===== src/rtl/pulse_decoder_if.sv =====
// Parallel side of the pulse-width byte link receiver: serial line and frame
// length in, decoded bytes plus one-cycle strobes out.
interface pulse_decoder_if;
   logic       Din;
   logic [3:0] N;
   logic [7:0] Dout;
   logic [3:0] Addr;
   logic       Dvalid;
   logic       Done;
   logic       Err;

   modport master (
      output Din,
      output N,
      input  Dout,
      input  Addr,
      input  Dvalid,
      input  Done,
      input  Err
   );

   modport slave (
      input  Din,
      input  N,
      output Dout,
      output Addr,
      output Dvalid,
      output Done,
      output Err
   );
endinterface


===== src/rtl/pulse_decoder.sv =====
// Pulse-width frame receiver: classifies synchronized high pulses as short/long,
// assembles LSB-first bytes and strobes Dvalid/Done/Err from registered outputs.
module pulse_decoder #(
   parameter int unsigned SHORT_MIN = 3,
   parameter int unsigned SHORT_MAX = 7,
   parameter int unsigned LONG_MIN  = 12,
   parameter int unsigned LONG_MAX  = 18,
   parameter int unsigned GAP_MAX   = 8
) (
   input  logic            Clk,
   input  logic            Rst,
   pulse_decoder_if.slave  bus
);

   typedef enum logic [1:0] {
      IDLE,
      PRE,
      DATA,
      STOP
   } state_t;

   typedef enum logic [1:0] {
      PULSE_NONE,
      PULSE_SHORT,
      PULSE_LONG,
      PULSE_INVALID
   } pulse_t;

   localparam logic [4:0] CNT_MAX  = 5'd31;
   localparam logic [4:0] SHORT_LO = 5'(SHORT_MIN);
   localparam logic [4:0] SHORT_HI = 5'(SHORT_MAX);
   localparam logic [4:0] LONG_LO  = 5'(LONG_MIN);
   localparam logic [4:0] LONG_HI  = 5'(LONG_MAX);
   localparam logic [4:0] GAP_LIM  = 5'(GAP_MAX + 1);

   logic [1:0] sync_q, sync_d;
   logic       s_d_q, s_d_d;
   logic [4:0] hi_cnt_q, hi_cnt_d;
   logic [4:0] lo_cnt_q, lo_cnt_d;

   state_t     state_q, state_d;
   logic [3:0] n_q, n_d;
   logic [2:0] bit_cnt_q, bit_cnt_d;
   logic [3:0] byte_cnt_q, byte_cnt_d;
   logic [7:0] sr_q, sr_d;

   logic [7:0] dout_q, dout_d;
   logic [3:0] addr_q, addr_d;
   logic       dvalid_q, dvalid_d;
   logic       done_q, done_d;
   logic       err_q, err_d;

   logic       s;
   logic       rise;
   logic       fall;
   logic       timeout;
   pulse_t     pulse;
   logic       bit_in;
   logic [7:0] shifted;

   // Both counters include the edge cycle itself, so hi_cnt equals the pulse width at the fall.
   always_comb begin
      sync_d   = {sync_q[0], bus.Din};
      s        = sync_q[1];
      s_d_d    = s;
      rise     = s & ~s_d_q;
      fall     = ~s & s_d_q;

      hi_cnt_d = hi_cnt_q;
      if (rise) begin
         hi_cnt_d = 5'd1;
      end else if (s && (hi_cnt_q != CNT_MAX)) begin
         hi_cnt_d = hi_cnt_q + 5'd1;
      end

      lo_cnt_d = lo_cnt_q;
      if (fall) begin
         lo_cnt_d = 5'd1;
      end else if (!s && (lo_cnt_q != CNT_MAX)) begin
         lo_cnt_d = lo_cnt_q + 5'd1;
      end
   end

   always_comb begin
      pulse = PULSE_NONE;
      if (fall) begin
         if ((hi_cnt_q >= SHORT_LO) && (hi_cnt_q <= SHORT_HI)) begin
            pulse = PULSE_SHORT;
         end else if ((hi_cnt_q >= LONG_LO) && (hi_cnt_q <= LONG_HI)) begin
            pulse = PULSE_LONG;
         end else begin
            pulse = PULSE_INVALID;
         end
      end
   end

   // On a fall cycle lo_cnt still holds the previous gap, so only a steady low can time out.
   assign timeout = (state_q != IDLE) && !s && !fall && (lo_cnt_q >= GAP_LIM);
   assign bit_in  = (pulse == PULSE_LONG);
   assign shifted = {bit_in, sr_q[7:1]};

   always_comb begin
      state_d    = state_q;
      n_d        = n_q;
      bit_cnt_d  = bit_cnt_q;
      byte_cnt_d = byte_cnt_q;
      sr_d       = sr_q;
      dout_d     = dout_q;
      addr_d     = addr_q;
      dvalid_d   = 1'b0;
      done_d     = 1'b0;
      err_d      = 1'b0;

      case (state_q)
         IDLE: begin
            if (pulse == PULSE_SHORT) begin
               state_d = PRE;
            end
         end

         PRE: begin
            case (pulse)
               PULSE_LONG: begin
                  state_d    = DATA;
                  n_d        = bus.N;
                  bit_cnt_d  = 3'd0;
                  byte_cnt_d = 4'd0;
               end
               PULSE_INVALID: begin
                  state_d = IDLE;
                  err_d   = 1'b1;
               end
               default: begin
               end
            endcase
         end

         DATA: begin
            case (pulse)
               PULSE_SHORT, PULSE_LONG: begin
                  sr_d      = shifted;
                  bit_cnt_d = bit_cnt_q + 3'd1;
                  if (bit_cnt_q == 3'd7) begin
                     dout_d   = shifted;
                     addr_d   = byte_cnt_q;
                     dvalid_d = 1'b1;
                     if (byte_cnt_q == n_q) begin
                        state_d = STOP;
                     end else begin
                        byte_cnt_d = byte_cnt_q + 4'd1;
                     end
                  end
               end
               PULSE_INVALID: begin
                  state_d = IDLE;
                  err_d   = 1'b1;
               end
               default: begin
               end
            endcase
         end

         STOP: begin
            case (pulse)
               PULSE_SHORT: begin
                  state_d = IDLE;
                  done_d  = 1'b1;
               end
               PULSE_LONG, PULSE_INVALID: begin
                  state_d = IDLE;
                  err_d   = 1'b1;
               end
               default: begin
               end
            endcase
         end

         default: begin
            state_d = IDLE;
         end
      endcase

      if (timeout) begin
         state_d = IDLE;
         err_d   = 1'b1;
      end
   end

   always_ff @(posedge Clk or negedge Rst) begin
      if (!Rst) begin
         sync_q   <= 2'b00;
         s_d_q    <= 1'b0;
         hi_cnt_q <= 5'd0;
         lo_cnt_q <= 5'd0;
      end else begin
         sync_q   <= sync_d;
         s_d_q    <= s_d_d;
         hi_cnt_q <= hi_cnt_d;
         lo_cnt_q <= lo_cnt_d;
      end
   end

   always_ff @(posedge Clk or negedge Rst) begin
      if (!Rst) begin
         state_q    <= IDLE;
         n_q        <= 4'd0;
         bit_cnt_q  <= 3'd0;
         byte_cnt_q <= 4'd0;
         sr_q       <= 8'd0;
         dout_q     <= 8'd0;
         addr_q     <= 4'd0;
         dvalid_q   <= 1'b0;
         done_q     <= 1'b0;
         err_q      <= 1'b0;
      end else begin
         state_q    <= state_d;
         n_q        <= n_d;
         bit_cnt_q  <= bit_cnt_d;
         byte_cnt_q <= byte_cnt_d;
         sr_q       <= sr_d;
         dout_q     <= dout_d;
         addr_q     <= addr_d;
         dvalid_q   <= dvalid_d;
         done_q     <= done_d;
         err_q      <= err_d;
      end
   end

   assign bus.Dout   = dout_q;
   assign bus.Addr   = addr_q;
   assign bus.Dvalid = dvalid_q;
   assign bus.Done   = done_q;
   assign bus.Err    = err_q;

endmodule


===== src/flat_wrapper.sv =====
// flat-port wrapper written by rule: the top's interface ports become plain ports
module pulse_decoder_flat 
#(
   parameter int unsigned SHORT_MIN = 3,
   parameter int unsigned SHORT_MAX = 7,
   parameter int unsigned LONG_MIN  = 12,
   parameter int unsigned LONG_MAX  = 18,
   parameter int unsigned GAP_MAX   = 8
)
  (Clk, Rst, bus_Din, bus_N, bus_Dout, bus_Addr, bus_Dvalid, bus_Done, bus_Err);
  pulse_decoder_if bus_i ();
  input  logic Clk;
  input  logic Rst;
  input wire logic [$bits(bus_i.Din)-1:0] bus_Din;
  input wire logic [$bits(bus_i.N)-1:0] bus_N;
  output wire logic [$bits(bus_i.Dout)-1:0] bus_Dout;
  output wire logic [$bits(bus_i.Addr)-1:0] bus_Addr;
  output wire logic [$bits(bus_i.Dvalid)-1:0] bus_Dvalid;
  output wire logic [$bits(bus_i.Done)-1:0] bus_Done;
  output wire logic [$bits(bus_i.Err)-1:0] bus_Err;
  assign bus_i.Din = bus_Din;
  assign bus_i.N = bus_N;
  assign bus_Dout = bus_i.Dout;
  assign bus_Addr = bus_i.Addr;
  assign bus_Dvalid = bus_i.Dvalid;
  assign bus_Done = bus_i.Done;
  assign bus_Err = bus_i.Err;
  pulse_decoder #(.SHORT_MIN(SHORT_MIN), .SHORT_MAX(SHORT_MAX), .LONG_MIN(LONG_MIN), .LONG_MAX(LONG_MAX), .GAP_MAX(GAP_MAX)) u_core (.Clk(Clk), .Rst(Rst), .bus(bus_i));
endmodule

===== config.mk =====
export PLATFORM = sky130hd
export DESIGN_NAME = pulse_decoder_flat
export DESIGN_NICKNAME = d
export VERILOG_FILES = /design/src/rtl/pulse_decoder_if.sv /design/src/rtl/pulse_decoder.sv /design/src/flat_wrapper.sv
export SDC_FILE = /design/constraint.sdc
export NUM_CORES = 1
export LEC_CHECK = 0
export CAP_MARGIN = 20
export CORE_ASPECT_RATIO = 0.75
export CORE_MARGIN = 2
export CORE_UTILIZATION = 50
export DETAILED_ROUTE_END_ITERATION = 12
export GPL_ROUTABILITY_DRIVEN = 0
export PLACE_DENSITY = 0.71
export SLEW_MARGIN = 5
export SYNTH_ARGS = -nofsm -noshare
export SYNTH_HDL_FRONTEND = slang
export SYNTH_SLANG_ARGS = --single-unit

===== constraint.sdc =====
create_clock -name Clk -period 2.8 [get_ports Clk]
set_input_delay 0.42 -clock Clk [delete_from_list [all_inputs] [get_ports Clk]]
set_output_delay 0.42 -clock Clk [all_outputs]
set_load 0.02 [all_outputs]

==> out/qor.yml, run 1 <==
critical_path:
  worst-r2r-setup-slack_ps: 170
  cp.required_ps: 2980
  worst_setup_path_start_kind: "register"
  cp_max_fo: 9
  crit_chain: "ha_1 -> and4b_1 -> nor2_1 -> a21oi_2 -> ha_1 -> nand2_1 -> buf_4 -> o21ai_0 -> or2_1 -> o32a_1"
  crit_end: "u_core.state_q[0]"
  rr_worst_depth: 10
  endpoint_kind: "register"
  crit_buf_inv: 1
  crit_cells: 10
  startpoint: "u_core.hi_cnt_q[0]"
  critPathTopFamily: "simple AND/OR/NAND/NOR gates"
  cp_slowest_cell: "dfrtp_2"
  max_stage_delay_ps: 450
  cpMostUsedCell: "ha_1"
  r2r-end: "u_core.state_q[0]"
  rr_startpoint: "u_core.hi_cnt_q[0]"
  crit_type: "register to register"
  cp.arrival_ps: 2810
drt:
  drcViolationCount: 0
  drtPass1Iterations: 4
  routed_via_density: 5.56
  wirelength_mm: 4.24
  wl_per_cell_um: 14.0
  drt_iter0_drc: 101
  ant_nets: 0
  num_vias: 1686
sta:
  max_clock_freq_mhz: 381
  rsz0062_at_grt: "false"
  hold_viol: 0
  fin_crit_sh_pct: 93.8
  final.setup.tns_ps: 0
  fin_crit_ps: 2630
  maxSlewHeadroom_pct: 59.1
  skew_ps: 5.24
  final_max_slew_viol_count: 0
  setup_viol: 0
  tightest_slew_ps: 613
logic_synthesis:
  yosysSeqAreaShare_pct: 50.9
  synth_area_per_cell_um2: 11.1
  synth.distinct_cells: 47
  syn_inst: 213
  ys_seq_elements: 48
  synth_ff_type: "dfrtp_1"
  synthArstFlopShare_pct: 100
  syn_nets: 234
  synth_edf_count: 0
  yosysWarnings: 0
  syn_area_um2: 2360
global_route:
  grt_max_degree: 28
  grt-busiest-layer: "met2"
  antenna_found_initial: 0
  use_met1_pct: 25.1
  grt_pass1_wl_mm: 7.56
  grt_pass1_vias: 1592
  track_usage_pct: 17.9
  grt.overflow.total: 0
  grt_use_met3_pct: 4.33
  met2_usage_pct: 27.3
power_and_ir_drop:
  leakage_nw: 1.36
  ir_worst_vdd_mv: 0.367
  power_mw: 1.76
  power_density_nw_per_um2: 626
die:
  fp.dieW_um: 83.3
  fp-row-count: 21
  dieHeight_um: 63.5
  dieArea_um2: 5290
  initial_utilization_pct: 52.5
  io-pin-count: 22
  core_um2: 4490
layout:
  n_antenna_cell: 0
  layout_commonest_cell: "dfrtp_1"
  nNetsFinal: 266
  areaGrowthSynthToFinish_pct: 18.8
  multiInputGateArea_um2: 1110
  finalNonFillerCells: 303
  utilization_pct: 62.4
  register_area_um2: 1200
  mostFrequentLayoutCells: "46 x dfrtp_1, 27 x nand2_1, 20 x clkdlybuf4s50_1"
  drive_above_1_share_pct: 17.5
  fillers: 378
run:
  maxCapViolations: 0
clocking:
  cts_hold_buf: 0
  cts.sinks: 48
  cts-root-buf: "clkbuf_8"
  cts_buffers: 5
  clk_latency_ps: 300
  clk_pin_slew_worst_paths_ps: 80
  htree_levels: 2
  cts.path.max_buffers: 2
  cts_tree: "built"
hold_path:
  hold_class: "input pin to asynchronous set/reset pin"
placed_design:
  portBuffers: 21
  dp_hpwl_mm: 3.07
  dpl.cell_count: 292
run_status:
  outcome: "finished clean"
-- registers in the layout, indices dropped and copies added (netlist names) --
name and count:
u_core.lo_cnt_q 5, u_core.bus.Addr 4, u_core.sync_q 2, u_core.s_d_q 1, u_core.n_q 4, u_core.bus.Done 1
u_core.bus.Dout 8, u_core.byte_cnt_q 4, u_core.state_q 2, u_core.bus.Dvalid 1, u_core.bit_cnt_q 3, u_core.sr_q 7
u_core.hi_cnt_q 5, u_core.bus.Err 1
-- how the worst min path moves through the flow --
stage | startpoint | end | slack [ps] | cells past startpoint
CTS | Rst | u_core.n_q[2] | 150 | 1
global placement | u_core.sync_q[0] | u_core.sync_q[1] | 340 | 0
detailed placement | u_core.sync_q[0] | u_core.sync_q[1] | 340 | 0
global route | Rst | u_core.n_q[2] | 170 | 1
finish | Rst | u_core.n_q[2] | 130 | 1
floorplan | Rst | u_core.bit_cnt_q[0] | 120 | 0
-- report_power, final --
part | switching [mW] | total (mW) | internal (mW) | leakage (nW)
Sequential | 0.0558 | 0.801 | 0.746 | 0.637
Combinational | 0.272 | 0.466 | 0.194 | 0.666
Clock | 0.224 | 0.489 | 0.265 | 0.0552
-- kinds of logic after synthesis --
group	count (synthesis)	share of synthesized area (%)
compound gates	43	12.9
flops	48	50.9
buf+inv	16	2.60
fa+ha+maj	14	7.42
simple gates	66	14.3
xor+xnor	4	1.48
mux	22	10.4
-- synthesized netlist by cell type, drive strengths merged (2+ instances only) --
cell type / n / area share (%)
clkbuf: 4 / 0.64
and3: 4 / 1.1
dfrtp: 48 / 51
o41a: 2 / 1.4
a31oi: 2 / 0.53
xor2: 4 / 1.5
nor2: 11 / 1.7
a211oi: 2 / 0.85
and3b: 2 / 0.74
a211o: 3 / 1.1
nand2: 27 / 4.3
a21oi: 8 / 1.9
nor4b: 3 / 1.1
o221ai: 2 / 0.74
nor2b: 2 / 0.53
o21ai: 14 / 3.0
nand4: 2 / 0.53
nand3: 4 / 1.1
mux2: 21 / 10
inv: 11 / 1.7
a22o: 2 / 0.74
ha: 14 / 7.4
nor3: 2 / 0.42
nand2b: 3 / 0.80
-- timing repair --
action | CTS | global route
gates resized for setup | 0 | 4
endpoints found under the setup margin | 0 | 6
setup buffers | 0 | 3
-- metal layers --
layer / wire (um) / share of wire, % / vias up
li1: - / - / 820
met1: 2160 / 51 / 823
met2: 1850 / 43 / 36
met3: 168 / 4.0 / 7
met4: 64 / 1.5 / 0
met5: 0 / 0 / -
-- final cells by class --
cell class / count / area share (%)
sequential: 48 / 42.9
multi-input combinational: 149 / 39.5
timing repair buffer: 30 / 9.73
clock buffer: 6 / 2.59
tap: 57 / 2.54
inverter: 11 / 1.47
clock inverter: 2 / 1.25
-- through the flow --
step                instance area [um2]  setup WS, ps  hold WS (ps)
floorplan                          2360           198           124
global placement                   2660           221           337
detailed placement                 2660           138           337
CTS                                2770           122           154
global route                       2800          1.33           172
finish                             2800           174           127
(Power assumes the default switching activity.)
==> run 2: changes to the inputs <==
--- a/config.mk
+++ b/config.mk
@@ -10,8 +10,9 @@
 export CORE_MARGIN = 2
 export CORE_UTILIZATION = 50
 export DETAILED_ROUTE_END_ITERATION = 12
+export DONT_BUFFER_PORTS = 1
 export GPL_ROUTABILITY_DRIVEN = 0
-export PLACE_DENSITY = 0.71
+export SETUP_SLACK_MARGIN = 0.4
 export SLEW_MARGIN = 5
 export SYNTH_ARGS = -nofsm -noshare
 export SYNTH_HDL_FRONTEND = slang
==> run 2 against run 1 <==
  * Core utilization grew 0.33 points
  * Flip-flop and latch count is the same
  * Sequential share of layout area shrank 0.23 points
  * Clock skew shrank 0.63 ps
  * First-iteration DRC count grew 4.0%
  * Worst setup slack gained 260 ps
  * Critical path type unchanged
==> out/qor.yml, run 2 (synthesis gave the netlist of run 1 again) <==
run:
  maxCapViolations: 0  # unchanged
layout:
  areaGrowthSynthToFinish_pct: 19.5
  layout_commonest_cell: "dfrtp_1"
  multiInputGateArea_um2: 1170  # +5.9%
  n_antenna_cell: 0  # unchanged
  drive_above_1_share_pct: 26.1  # +8.6 points
  nNetsFinal: 258  # -3.0%
  largest_reg_flops: 8  # unchanged
  mostFrequentLayoutCells: "46 x dfrtp_1, 26 x nand2_1, 17 x mux2_2"
  fillers: 348  # -7.9%
  register_area_um2: 1200  # unchanged
sta:
  setup_viol: 0  # unchanged
  setup_slack_ps: 429  # +255 ps
  maxSlewHeadroom_pct: 55.5  # -3.6 points
  final.setup.tns_ps: 0  # unchanged
  tightest_slew_ps: 667  # +54.4 ps
  max_clock_freq_mhz: 422  # +11%
  fin_crit_sh_pct: 84.7  # -9.1 points
  hold_viol: 0  # unchanged
  skew_ps: 4.61  # -0.633 ps
  fin_crit_ps: 2370  # -255 ps
  rsz0062_at_grt: "true"
  holdWs_ps: 144  # +16.9 ps
  final_max_slew_viol_count: 0  # unchanged
die:
  fp-row-count: 21  # unchanged
  io-pin-count: 22  # unchanged
  initial_utilization_pct: 52.5  # unchanged
  core_um2: 4490  # unchanged
  dieHeight_um: 63.5  # unchanged
  dieArea_um2: 5290  # unchanged
  fp.dieW_um: 83.3  # unchanged
global_route:
  grt_max_degree: 49  # +75%
  grt_pass1_vias: 1670  # +4.9%
  grt.overflow.total: 0  # unchanged
  antenna_found_initial: 0  # unchanged
  grt_pass1_wl_mm: 7.91  # +4.7%
  track_usage_pct: 18.8  # +0.87 points
drt:
  routed_via_density: 5.70  # +2.5%
  wl_per_cell_um: 15.9  # +14%
  drcViolationCount: 0  # unchanged
  drt_iter0_drc: 105  # +4.0%
  num_vias: 1682  # -0.24%
  wirelength_mm: 4.69  # +11%
  drtPass1Iterations: 4  # unchanged
  ant_nets: 0  # unchanged
critical_path:
  worst-r2r-setup-slack_ps: 430  # +260 ps
  crit_type: "register to register"
  rr_startpoint: "u_core.hi_cnt_q[0]"
  worst_setup_path_start_kind: "register"
  rr_worst_depth: 13  # +3
  cp_max_fo: 3  # -6
  endpoint_kind: "register"
  cp.required_ps: 2990  # about the same
  r2r-end: "u_core.state_q[0]"
  cp.arrival_ps: 2560  # -250 ps
hold_path:
  worstHoldEndpoint: "u_core.sync_q[0]"
  hold_class: "input pin to register"
  hold_depth: 0
  hold_path.startpoint: "bus_Din"
clocking:
  cts-root-buf: "clkbuf_8"
  htree_levels: 2  # unchanged
  cts_tree: "built"
  cts.sinks: 48  # unchanged
  clk_latency_ps: 300  # about the same
  cts.path.max_buffers: 2  # unchanged
  cts_buffers: 5  # unchanged
  clk_pin_slew_worst_paths_ps: 90  # about the same
power_and_ir_drop:
  p_switching_mw: 0.612  # +11%
  switching_share_pct: 32.2  # +0.83 points
  power_mw: 1.90  # +8.0%
  seqPwrFrac_pct: 42.4  # -3.2 points
  power_density_nw_per_um2: 673  # +7.5%
  leakage_nw: 1.37  # +0.86%
  combPwrFrac_pct: 30.9  # +4.4 points
  p_clk_share_pct: 26.7  # -1.1 points
  p_int_mw: 1.29  # +6.7%
  ir_worst_vdd_mv: 0.537  # +47%
placed_design:
  portBuffers: 0  # -100%
  dp_hpwl_mm: 3.02  # -1.7%
  post-place-ws_ps: 215  # +76.8 ps
run_status:
  outcome: "finished clean"
[run 2: final cells by class]
class	count	area share, %
clock buffers	5	2.44
multi-input cells	149	41.6
well taps	57	2.53
inverters	11	1.46
repair buffers	22	7.59
clock inverters	3	1.69
flip-flops and latches	48	42.7
[run 2: power groups by stage]
stage / clock, mW / sequential [mW] / combinational, mW
floorplan: 0 / 0.808 / 0.332
global placement: 0 / 0.818 / 0.396
detailed placement: 0 / 0.823 / 0.415
CTS: 0.523 / 0.803 / 0.513
global route: 0.560 / 0.814 / 0.648
finish: 0.506 / 0.805 / 0.587
[run 2: per-layer routing]
layer,part of all wire [%],global-route usage (%),wire (um),up-vias
met3,3.8,5.64,179,6
li1,-,-,-,806
met4,1.0,4.30,48,0
met2,47,30.5,2220,41
met1,48,25.0,2240,829
met5,0,0,0,-
[run 2: worst max-delay path, stage by stage, from the launching register on]
cell and delay, ps:
dfrtp_2 440, buf_6 130, a211oi_2 230, buf_4 160, buf_6 90, buf_6 80, buf_4 90, buf_6 80
buf_6 80, buf_4 90, a211o_1 160, a21oi_2 70, or2_1 250, o32a_1 300
[run 2: through the flow]
| step | utilization, % | cells | cell area [um2] |
|---|---|---|---|
| after floorplan | - | 213 | 2400 |
| after global placement | 55.2 | 269 | 2480 |
| after detailed placement | 55.2 | 269 | 2480 |
| after CTS | 61.3 | 293 | 2760 |
| after global routing | 62.7 | 295 | 2820 |
| final | 62.7 | 295 | 2820 |
[run 2: worst max-delay path by stage]
stage,start,endpoint,slack (ps)
after floorplan,u_core.hi_cnt_q[0],u_core.state_q[0],400
after global placement,u_core.hi_cnt_q[0],u_core.state_q[0],280
after detailed placement,u_core.hi_cnt_q[0],u_core.state_q[0],220
after CTS,u_core.hi_cnt_q[1],u_core.state_q[0],410
after global routing,u_core.hi_cnt_q[0],u_core.state_q[0],330
final,u_core.hi_cnt_q[0],u_core.state_q[0],430
[run 2: timing repair]
| action | CTS | global route |
|---|---|---|
| resized for setup | 4 | 11 |
| pin swaps | 6 | 6 |
| setup buffers | 14 | 2 |
| hold buffers | 2 | 0 |
| hold endpoints to repair | 48 | 0 |
| endpoints found under the setup margin | 3 | 9 |
==> run 3: changes to the inputs <==
==> constraint.sdc (replaced) <==
create_clock -name Clk -period 2.39 [get_ports Clk]
set_input_delay 0.3585 -clock Clk [delete_from_list [all_inputs] [get_ports Clk]]
set_output_delay 0.3585 -clock Clk [all_outputs]
set_load 0.02 [all_outputs]
==> run 3 against run 2 <==
  * Flip-flop and latch count is the same
  * Critical path type unchanged
  * Largest power group unchanged
  * Sequential share of layout area shrank 3.2 points
  * Largest cell class is now multi-input gates
  * The flow now finishes with violations (setup timing)
  * Highest routed layer unchanged
  * Die area is the same
==> out/qor.yml, run 3 (synthesis gave the netlist of run 1 again) <==
drt:
  wl_per_cell_um: 18.7  # +18%
  wirelength_mm: 5.62  # +20%
  routed_via_density: 5.81  # +2.0%
  drt_iter0_drc: 118  # +12%
  ant_nets: 0  # unchanged
  num_vias: 1744  # +3.7%
  drcViolationCount: 0  # unchanged
  drtPass1Iterations: 4  # unchanged
global_route:
  grt_max_degree: 49  # unchanged
  use_met1_pct: 27.5  # +2.5 points
  met2_usage_pct: 36.3  # +5.7 points
  grt.overflow.total: 0  # unchanged
  grt-busiest-layer: "met2"
  grt_pass1_vias: 1789  # +7.1%
  grt_use_met3_pct: 6.29  # +0.66 points
  antenna_found_initial: 0  # unchanged
  grt_pass1_wl_mm: 8.96  # +13%
  track_usage_pct: 21.7  # +2.9 points
critical_path:
  cp.required_ps: 2590  # -400 ps
  crit_chain: "ha_4 -> and4b_1 -> nor2_2 -> a21oi_2 -> ha_4 -> nand2_4 -> a2bb2oi_2 -> o21ai_2 -> or2_1 -> o32a_1"
  crit_type: "register to register"
  critPathTopFamily: "compound AO/OA/AOI/OAI gates"
  rr_startpoint: "u_core.hi_cnt_q[0]"
  crit_buf_inv: 0  # -8
  cp.arrival_ps: 2660  # +100 ps
  cp_slowest_cell: "dfrtp_2"
  rr_worst_depth: 10  # -3
  cp_max_fo: 5  # +2
  max_stage_delay_ps: 460  # +20 ps
  endpoint_kind: "register"
  worst_setup_path_start_kind: "register"
  startpoint: "u_core.hi_cnt_q[0]"
  cpMostUsedCell: "ha_4"
  worst-r2r-setup-slack_ps: -80  # -510 ps
  r2r-end: "u_core.state_q[0]"
die:
  initial_utilization_pct: 52.5  # unchanged
  dieArea_um2: 5290  # unchanged
  fp.dieW_um: 83.3  # unchanged
  io-pin-count: 22  # unchanged
  core_um2: 4490  # unchanged
  dieHeight_um: 63.5  # unchanged
  fp-row-count: 21  # unchanged
layout:
  n_antenna_cell: 0  # unchanged
  layout_commonest_cell: "dfrtp_1"
  mostFrequentLayoutCells: "46 x dfrtp_1, 24 x nand2_1, 17 x buf_4"
  nNetsFinal: 263  # +1.9%
  areaGrowthSynthToFinish_pct: 29.2
  drive_above_1_share_pct: 32.9  # +6.9 points
  largest_reg_flops: 8  # unchanged
power_and_ir_drop:
  power_density_nw_per_um2: 865  # +28%
  ir_worst_vdd_mv: 0.457  # -15%
  power_mw: 2.64  # +39%
  leakage_nw: 1.50  # +9.4%
sta:
  max_clock_freq_mhz: 405  # -4.0%
  setup_viol: 3  # +3
  final.setup.tns_ps: -99.0  # -99.0 ps
  tightest_slew_ps: 428  # -239 ps
  setup_slack_ps: -78.8  # -508 ps
  fin_crit_sh_pct: 103  # +19 points
  rsz0062_at_grt: "true"
  skew_ps: 10.5  # +5.88 ps
  fin_crit_ps: 2470  # +97.6 ps
  hold_viol: 0  # unchanged
  final_max_slew_viol_count: 0  # unchanged
  maxSlewHeadroom_pct: 71.0  # +16 points
run:
  maxCapViolations: 0  # unchanged
run_status:
  outcome: "finished with violations"
  violations: "setup timing"
clocking:
  htree_levels: 2  # unchanged
  cts_buffers: 5  # unchanged
  clk_latency_ps: 310  # about the same
  cts_tree: "built"
  cts-root-buf: "clkbuf_8"
  cts.path.max_buffers: 2  # unchanged
  cts.sinks: 48  # unchanged
  clk_pin_slew_worst_paths_ps: 90  # about the same
placed_design:
  post-place-ws_ps: -78.1  # -293 ps
  portBuffers: 0  # unchanged
  dp_hpwl_mm: 3.33  # +10%
hold_path:
  worstHoldEndpoint: "u_core.sync_q[0]"
  hold_class: "input pin to register"
  hold_path.startpoint: "bus_Din"
  hold_depth: 0  # unchanged
## run 3: timing repair
item | in CTS | in global routing
buffers inserted | 11 | 2
hold endpoints to repair | 48 | 0
resized for setup | 19 | 27
pin swaps | 8 | 5
hold buffers | 2 | 0
setup endpoints to repair | 28 | 33
gates cloned | 2 | 0
## run 3: routing by layer
layer  routed length [um]  vias to the layer above
met5                    0                        -
met4                   76                        0
met3                  256                        7
met2                 2730                       46
met1                 2560                      873
li1                     -                      818
## run 3: worst max path at each step
stage          slack, ps  cells after the start                 to
2_1_floorplan         30                     10  u_core.state_q[0]
3_3_place_gp          80                     10  u_core.state_q[0]
3_5_place_dp         -80                     10  u_core.state_q[0]
4_1_cts               50                     10  u_core.state_q[0]
5_1_grt             -130                     10  u_core.state_q[0]
6_report             -80                     10  u_core.state_q[0]
## run 3: stage by stage
step | instances | utilization (%) | instance area (um2) | hold slack [ps]
floorplan | 213 | - | 2430 | 62.9
global placement | 275 | 56.6 | 2540 | 63.9
finish | 300 | 67.8 | 3050 | 79.8
CTS | 298 | 65.0 | 2920 | 72.7
detailed placement | 275 | 56.6 | 2540 | 63.8
global route | 300 | 67.8 | 3050 | 59.1
## run 3: layout make-up
class | instances | area, um2
Clock buffer | 5 | 68.8
Tap cell | 57 | 71.3
Timing Repair Buffer | 26 | 255
Sequential cell | 48 | 1200
Multi-Input combinational cell | 150 | 1320
Inverter | 11 | 41.3
Fill cell | 316 | 1450
Clock inverter | 3 | 90.1
## run 3: power breakdown
group	total, mW	internal, mW	switching [mW]	leakage [nW]
Combinational	0.889	0.383	0.506	0.783
Clock	0.804	0.523	0.281	0.0784
Sequential	0.943	0.874	0.0692	0.637
Total	2.64	1.78	0.856	1.50
